==> src/rtl/md_pkg.sv <==
// Shared types for the iterative multiply/divide unit.
// Pure declarations: no state, no latency.
// No flow control of its own; consumers handle handshakes.
package md_pkg;

    typedef enum logic [1:0] {
        MD_MULT  = 2'd0,
        MD_MULTU = 2'd1,
        MD_DIV   = 2'd2,
        MD_DIVU  = 2'd3
    } md_op_t;

    typedef enum logic [1:0] {
        IDLE = 2'd0,
        CALC = 2'd1,
        SIGN = 2'd2,
        DONE = 2'd3
    } md_state_t;

    // Signed ops work on magnitudes and fix the sign at the end.
    function automatic logic is_signed(md_op_t op);
        return (op == MD_MULT) || (op == MD_DIV);
    endfunction

    function automatic logic is_mul(md_op_t op);
        return (op == MD_MULT) || (op == MD_MULTU);
    endfunction

endpackage

==> src/rtl/mul_div_unit.sv <==
// Iterative MULT/MULTU/DIV/DIVU: radix-2 shift-add multiply, restoring divide.
// Latency: start accepted at t0, done pulses WIDTH+2 cycles later; busy covers it.
// No queueing: start is ignored while busy; cancel aborts and suppresses writeback.
module mul_div_unit
    import md_pkg::*;
#(
    parameter int WIDTH = 32
) (
    input  logic             clk,
    input  logic             rst,
    input  logic             start,
    input  md_op_t           op,
    input  logic [WIDTH-1:0] a,
    input  logic [WIDTH-1:0] b,
    input  logic             cancel,
    output logic             busy,
    output logic             done,
    output logic [WIDTH-1:0] hi,
    output logic [WIDTH-1:0] lo
);

    localparam int CW = $clog2(WIDTH + 1);
    localparam logic [CW-1:0] CNT_LAST = CW'(WIDTH - 1);

    md_state_t          state_q, state_d;
    md_op_t             op_q, op_d;
    logic [CW-1:0]      cnt_q, cnt_d;
    // Multiply: {partial product, multiplier}. Divide: low half holds dividend/quotient.
    logic [2*WIDTH-1:0] acc_q, acc_d;
    logic [WIDTH:0]     rem_q, rem_d;
    // Multiplicand or divisor magnitude.
    logic [WIDTH-1:0]   opb_q, opb_d;
    // Original dividend, needed for the divide-by-zero result.
    logic [WIDTH-1:0]   a_orig_q, a_orig_d;
    logic               neg_quo_q, neg_quo_d;
    logic               neg_rem_q, neg_rem_d;
    logic               div0_q, div0_d;
    logic [WIDTH-1:0]   hi_q, hi_d;
    logic [WIDTH-1:0]   lo_q, lo_d;

    logic               op_sgn;
    logic [WIDTH-1:0]   abs_a, abs_b;
    logic [WIDTH:0]     mul_sum;
    logic [WIDTH:0]     rem_sh;
    logic [WIDTH:0]     rem_diff;
    logic [2*WIDTH-1:0] prod_fix;

    // Next-state, datapath step and output decode for the whole unit.
    always_comb begin
        state_d   = state_q;
        op_d      = op_q;
        cnt_d     = cnt_q;
        acc_d     = acc_q;
        rem_d     = rem_q;
        opb_d     = opb_q;
        a_orig_d  = a_orig_q;
        neg_quo_d = neg_quo_q;
        neg_rem_d = neg_rem_q;
        div0_d    = div0_q;
        hi_d      = hi_q;
        lo_d      = lo_q;
        done      = 1'b0;

        // Magnitudes of the incoming operands; |MIN| wraps to MIN, read as unsigned.
        op_sgn = is_signed(op);
        abs_a  = (op_sgn && a[WIDTH-1]) ? -a : a;
        abs_b  = (op_sgn && b[WIDTH-1]) ? -b : b;

        // One shift-add step: add multiplicand when the multiplier LSB is set.
        mul_sum = {1'b0, acc_q[2*WIDTH-1:WIDTH]} + (acc_q[0] ? {1'b0, opb_q} : '0);

        // One restoring-divide step: bring down the next dividend bit and trial-subtract.
        rem_sh   = {rem_q[WIDTH-1:0], acc_q[WIDTH-1]};
        rem_diff = rem_sh - {1'b0, opb_q};

        prod_fix = neg_quo_q ? -acc_q : acc_q;

        unique case (state_q)
            IDLE: begin
                if (start && !cancel) begin
                    op_d      = op;
                    a_orig_d  = a;
                    opb_d     = abs_b;
                    acc_d     = {{WIDTH{1'b0}}, abs_a};
                    rem_d     = '0;
                    cnt_d     = '0;
                    neg_quo_d = op_sgn && (a[WIDTH-1] ^ b[WIDTH-1]);
                    neg_rem_d = op_sgn && a[WIDTH-1];
                    div0_d    = (b == '0);
                    state_d   = CALC;
                end
            end
            CALC: begin
                if (cancel) begin
                    state_d = IDLE;
                end else begin
                    if (is_mul(op_q)) begin
                        acc_d = {mul_sum, acc_q[WIDTH-1:1]};
                    end else if (!rem_diff[WIDTH]) begin
                        rem_d              = rem_diff;
                        acc_d[WIDTH-1:0]   = {acc_q[WIDTH-2:0], 1'b1};
                    end else begin
                        rem_d              = rem_sh;
                        acc_d[WIDTH-1:0]   = {acc_q[WIDTH-2:0], 1'b0};
                    end
                    cnt_d = cnt_q + CW'(1);
                    if (cnt_q == CNT_LAST) begin
                        state_d = SIGN;
                    end
                end
            end
            SIGN: begin
                if (cancel) begin
                    state_d = IDLE;
                end else begin
                    if (is_mul(op_q)) begin
                        hi_d = prod_fix[2*WIDTH-1:WIDTH];
                        lo_d = prod_fix[WIDTH-1:0];
                    end else if (div0_q) begin
                        hi_d = a_orig_q;
                        lo_d = '1;
                    end else begin
                        lo_d = neg_quo_q ? -acc_q[WIDTH-1:0] : acc_q[WIDTH-1:0];
                        hi_d = neg_rem_q ? -rem_q[WIDTH-1:0] : rem_q[WIDTH-1:0];
                    end
                    state_d = DONE;
                end
            end
            DONE: begin
                done    = !cancel;
                state_d = IDLE;
            end
            default: state_d = IDLE;
        endcase
    end

    // State and datapath registers; reset overrides everything, including mid-operation.
    always_ff @(posedge clk) begin
        if (rst) begin
            state_q   <= IDLE;
            op_q      <= MD_MULT;
            cnt_q     <= '0;
            acc_q     <= '0;
            rem_q     <= '0;
            opb_q     <= '0;
            a_orig_q  <= '0;
            neg_quo_q <= 1'b0;
            neg_rem_q <= 1'b0;
            div0_q    <= 1'b0;
            hi_q      <= '0;
            lo_q      <= '0;
        end else begin
            state_q   <= state_d;
            op_q      <= op_d;
            cnt_q     <= cnt_d;
            acc_q     <= acc_d;
            rem_q     <= rem_d;
            opb_q     <= opb_d;
            a_orig_q  <= a_orig_d;
            neg_quo_q <= neg_quo_d;
            neg_rem_q <= neg_rem_d;
            div0_q    <= div0_d;
            hi_q      <= hi_d;
            lo_q      <= lo_d;
        end
    end

    assign busy = (state_q != IDLE);
    assign hi   = hi_q;
    assign lo   = lo_q;

endmodule

==> config.mk <==
export PLATFORM = sky130hd
export DESIGN_NAME = mul_div_unit
export DESIGN_NICKNAME = d
export VERILOG_FILES = /design/src/rtl/md_pkg.sv /design/src/rtl/mul_div_unit.sv
export SDC_FILE = /design/constraint.sdc
export NUM_CORES = 1
export LEC_CHECK = 0
export BUFFER_PORTS_ARGS = -buffer_cell sky130_fd_sc_hd__buf_4
export CELL_PAD_IN_SITES_DETAIL_PLACEMENT = 1
export CELL_PAD_IN_SITES_GLOBAL_PLACEMENT = 2
export CORE_AREA = 10 10 224 226
export DETAILED_ROUTE_END_ITERATION = 7
export DIE_AREA = 0 0 234 236
export PLACE_DENSITY_LB_ADDON = 0.1
export SKIP_LAST_GASP = 1
export SYNTH_ARGS = -nofsm -noshare
export SYNTH_HDL_FRONTEND = slang
export SYNTH_SLANG_ARGS = --single-unit
export TNS_END_PERCENT = 10
==> constraint.sdc <==
create_clock -name clk -period 4.9 [get_ports clk]
set_input_delay 0.98 -clock clk [delete_from_list [all_inputs] [get_ports clk]]
set_output_delay 0.98 -clock clk [all_outputs]
set_load 0.01 [all_outputs]
==> flow_summary.toml <==
[outcome]
status = "complete, no violations"

[floorplan]
ios = 136
core-area_sq_mm = 0.0459
num_rows = 79
die_width_microns = 234
start_util = 0.354
die_h_microns = 236
dieArea_sq_mm = 0.0552

[sta]
setup_viol = 0
rsz0062_at_grt = "no"
slew_headroom = 0.221
setup_ws_ns = 0.993
worst_pin_slew_ns = 1.16
clock_skew_ns = 0.0143
holdWs_ns = 0.453
period_needed_ns = 3.91
fmax_mhz = 256
finalHoldViolations = 0
slew_viol_final = 0
finalCritPeriodShare = 0.797
fin_setup_tns_ns = 0

[cells_and_area]
area.growth.synth_to_final_pct = 16.2
final_cell_mix = "nand2_1, dfxtp_1, nor2_1, a21oi_1, buf_4"
finish.instance_area_sq_mm = 0.0189
final_cells = 2811
finalNetCount = 2322
insertedDiodeCount = 0
fill_cells = 5670
layout-drive-gt1-share = 0.117
final_common_cell = "nand2_1"

[power]
leakagePower_nw = 7.49
peakVddDrop_uv = 275
pwr_density_cell_mw_per_mm2 = 291

[worst_hold_path]
hold_path_depth = 2
hold_class = "reg2reg"

[critical_path]
arrival_ns = 4.40
crit_type = "reg2reg"
regToRegSetupSlack_ns = 0.99
cp-end-kind = "flop"
slowest_delay_ns = 0.62
worst_ep_required_time_ns = 5.39
critPathSlowestCell = "o31ai_1"
crit_fanout = 9
r2r_cells = 14
crit_path_start_kind = "flop"
crit_chain = "and2_1, ha_1, inv_1, fa_1, nor2b_1, o31a_1, o31ai_1, nand2_1, a221oi_1, o31ai_1, a31oi_1, o211ai_1, o21ai_0, a221o_1"
cpMostUsedCell = "o31ai_1"

[placement]
dpl.cell_count = 2755
io_buffer_count = 135
dp_hpwl_mm = 47.7
post-place-ws_ns = 1.05
place.gp.congestion = 0.910
placed_cell_area_sq_mm = 0.0177

[job]
drv_cap = 0

[cts]
cts.clk_slew.worst_paths_ns = 0.07
cts_hold_buf = 0
cts_buffers = 31
postCtsResizedCells = 0
clk_latency_ns = 0.61
cts.sinks = 236
cts_tree = "done"
root_buffer = "clkbuf_16"
cts_buffer_depth = 3
htree_levels = 1
post_cts_buffers = 0

[synth]
async_flop_share = 0
synth.cell_area_sq_mm = 0.0162
ys.flop_type = "dfxtp_1"
ys_ff_latch = 236
yosys.cell_types.count = 77
syn_nets = 2269
syn_avg_cell_area_sq_um = 7.62
synth-edff-count = 0
yosysWarnings = 0
seq_area_frac_synth = 0.291
synthCells = 2128

[global_route]
grt_pass1_wl_mm = 95.6
grt.overflow.total = 0
track_usage = 0.219
grt_max_degree = 79
antenna_found_initial = 2
grt_pass1_vias = 15923

[detailed_routing]
vias = 15623
drc = 0
drtAntennaViolNets = 0
drtPass1Iterations = 5
first_iter_violations = 870
wl_per_cell_microns = 22.1
avgViaCountPerCell = 5.56
routed_wl_mm = 62.0
[state kept, by name, indices dropped and copies added, names as in the netlist]
name and flops:
lo 32, op_q 1, neg_rem_q 1, div0_q 1, neg_quo_q 1, opb_q 32, a_orig_q 32, rem_q 32
cnt_q 6, acc_q 64, hi 32, state_q 2
[metal layers]
layer,track usage,up-vias,wire [microns]
li1,-,7705,-
met1,0.299,7594,29700
met2,0.351,244,28100
met3,0.0269,76,2380
met4,0.0665,4,1820
met5,0,-,27
[cell families (layout without fill, tap and decap cells)]
| kind of cell | Yosys count | after routing | synth area share |
|---|---|---|---|
| compound gates | 639 | 639 | 0.252 |
| xor+xnor | 198 | 198 | 0.107 |
| fa+ha+maj | 71 | 71 | 0.0557 |
| buf+inv | 204 | 280 | 0.0489 |
| flops | 236 | 236 | 0.291 |
| mux | 78 | 78 | 0.0484 |
| simple gates | 702 | 702 | 0.197 |
[metrics by stage]
| stage | util | total power [mW] |
|---|---|---|
| finish | 0.411 | 5.48 |
| global route | 0.411 | 5.71 |
| CTS | 0.411 | 5.54 |
| detailed placement | 0.385 | 2.88 |
| global placement | 0.385 | 2.87 |
| floorplan | - | 2.59 |
[critical path: cells and delay by family, from the launching register on]
family          cells  cell delay [ns]
compound gates      8             2.06
fa+ha+maj           2             0.60
buf+inv             1             0.07
flops               1             0.51
simple gates        3             0.55
[final timing paths]
check           start   endpoint
max reg2reg  acc_q[0]  acc_q[57]
min             hi[9]      hi[9]
min reg2reg     hi[9]      hi[9]
max          acc_q[0]  acc_q[57]
[synth_stat cells, drive strengths merged, types with 5 or more instances]
library cell | instances | area [sq um]
o31a | 5 | 43.8
o21ai | 143 | 716
o311ai | 7 | 61.3
mux2i | 75 | 751
a311oi | 8 | 70.1
dfxtp | 236 | 4720
nand2b | 14 | 87.6
or2 | 10 | 62.6
or4 | 16 | 124
o31ai | 44 | 335
o211ai | 38 | 285
nor4 | 16 | 121
or3b | 5 | 43.8
a22oi | 13 | 97.6
a21oi | 187 | 936
nor2 | 234 | 886
a211oi | 93 | 698
nand2 | 258 | 976
xor2 | 112 | 981
xnor2 | 86 | 753
nand4 | 15 | 106
and3 | 10 | 62.6
or3 | 24 | 151
nor3b | 7 | 52.6
inv | 63 | 236
ha | 69 | 863
a31oi | 8 | 50.1
nor3 | 33 | 176
and2 | 9 | 56.3
nor2b | 21 | 131
o41ai | 21 | 199
o21a | 12 | 90.1
nand3 | 26 | 130
clkbuf | 119 | 450
a21o | 28 | 210
buf | 22 | 106
[final cells by class]
cell class / count / area, sq um / area share
well taps: 607 / 759 / 0.0403
multi-input cells: 1688 / 10700 / 0.570
inverters: 63 / 236 / 0.0125
clock buffers: 35 / 831 / 0.0441
flip-flops and latches: 236 / 4730 / 0.251
clock inverters: 21 / 342 / 0.0181
repair buffers: 161 / 1210 / 0.0643
[where the power goes]
group | leakage [nW] | total, mW | internal, mW | switching (mW)
sequential | 1.92 | 2.04 | 1.97 | 0.0727
combinational | 5.00 | 0.796 | 0.288 | 0.509
clock | 0.575 | 2.64 | 1.64 | 0.998
No activity file was read; power rests on OpenSTA's default activity.
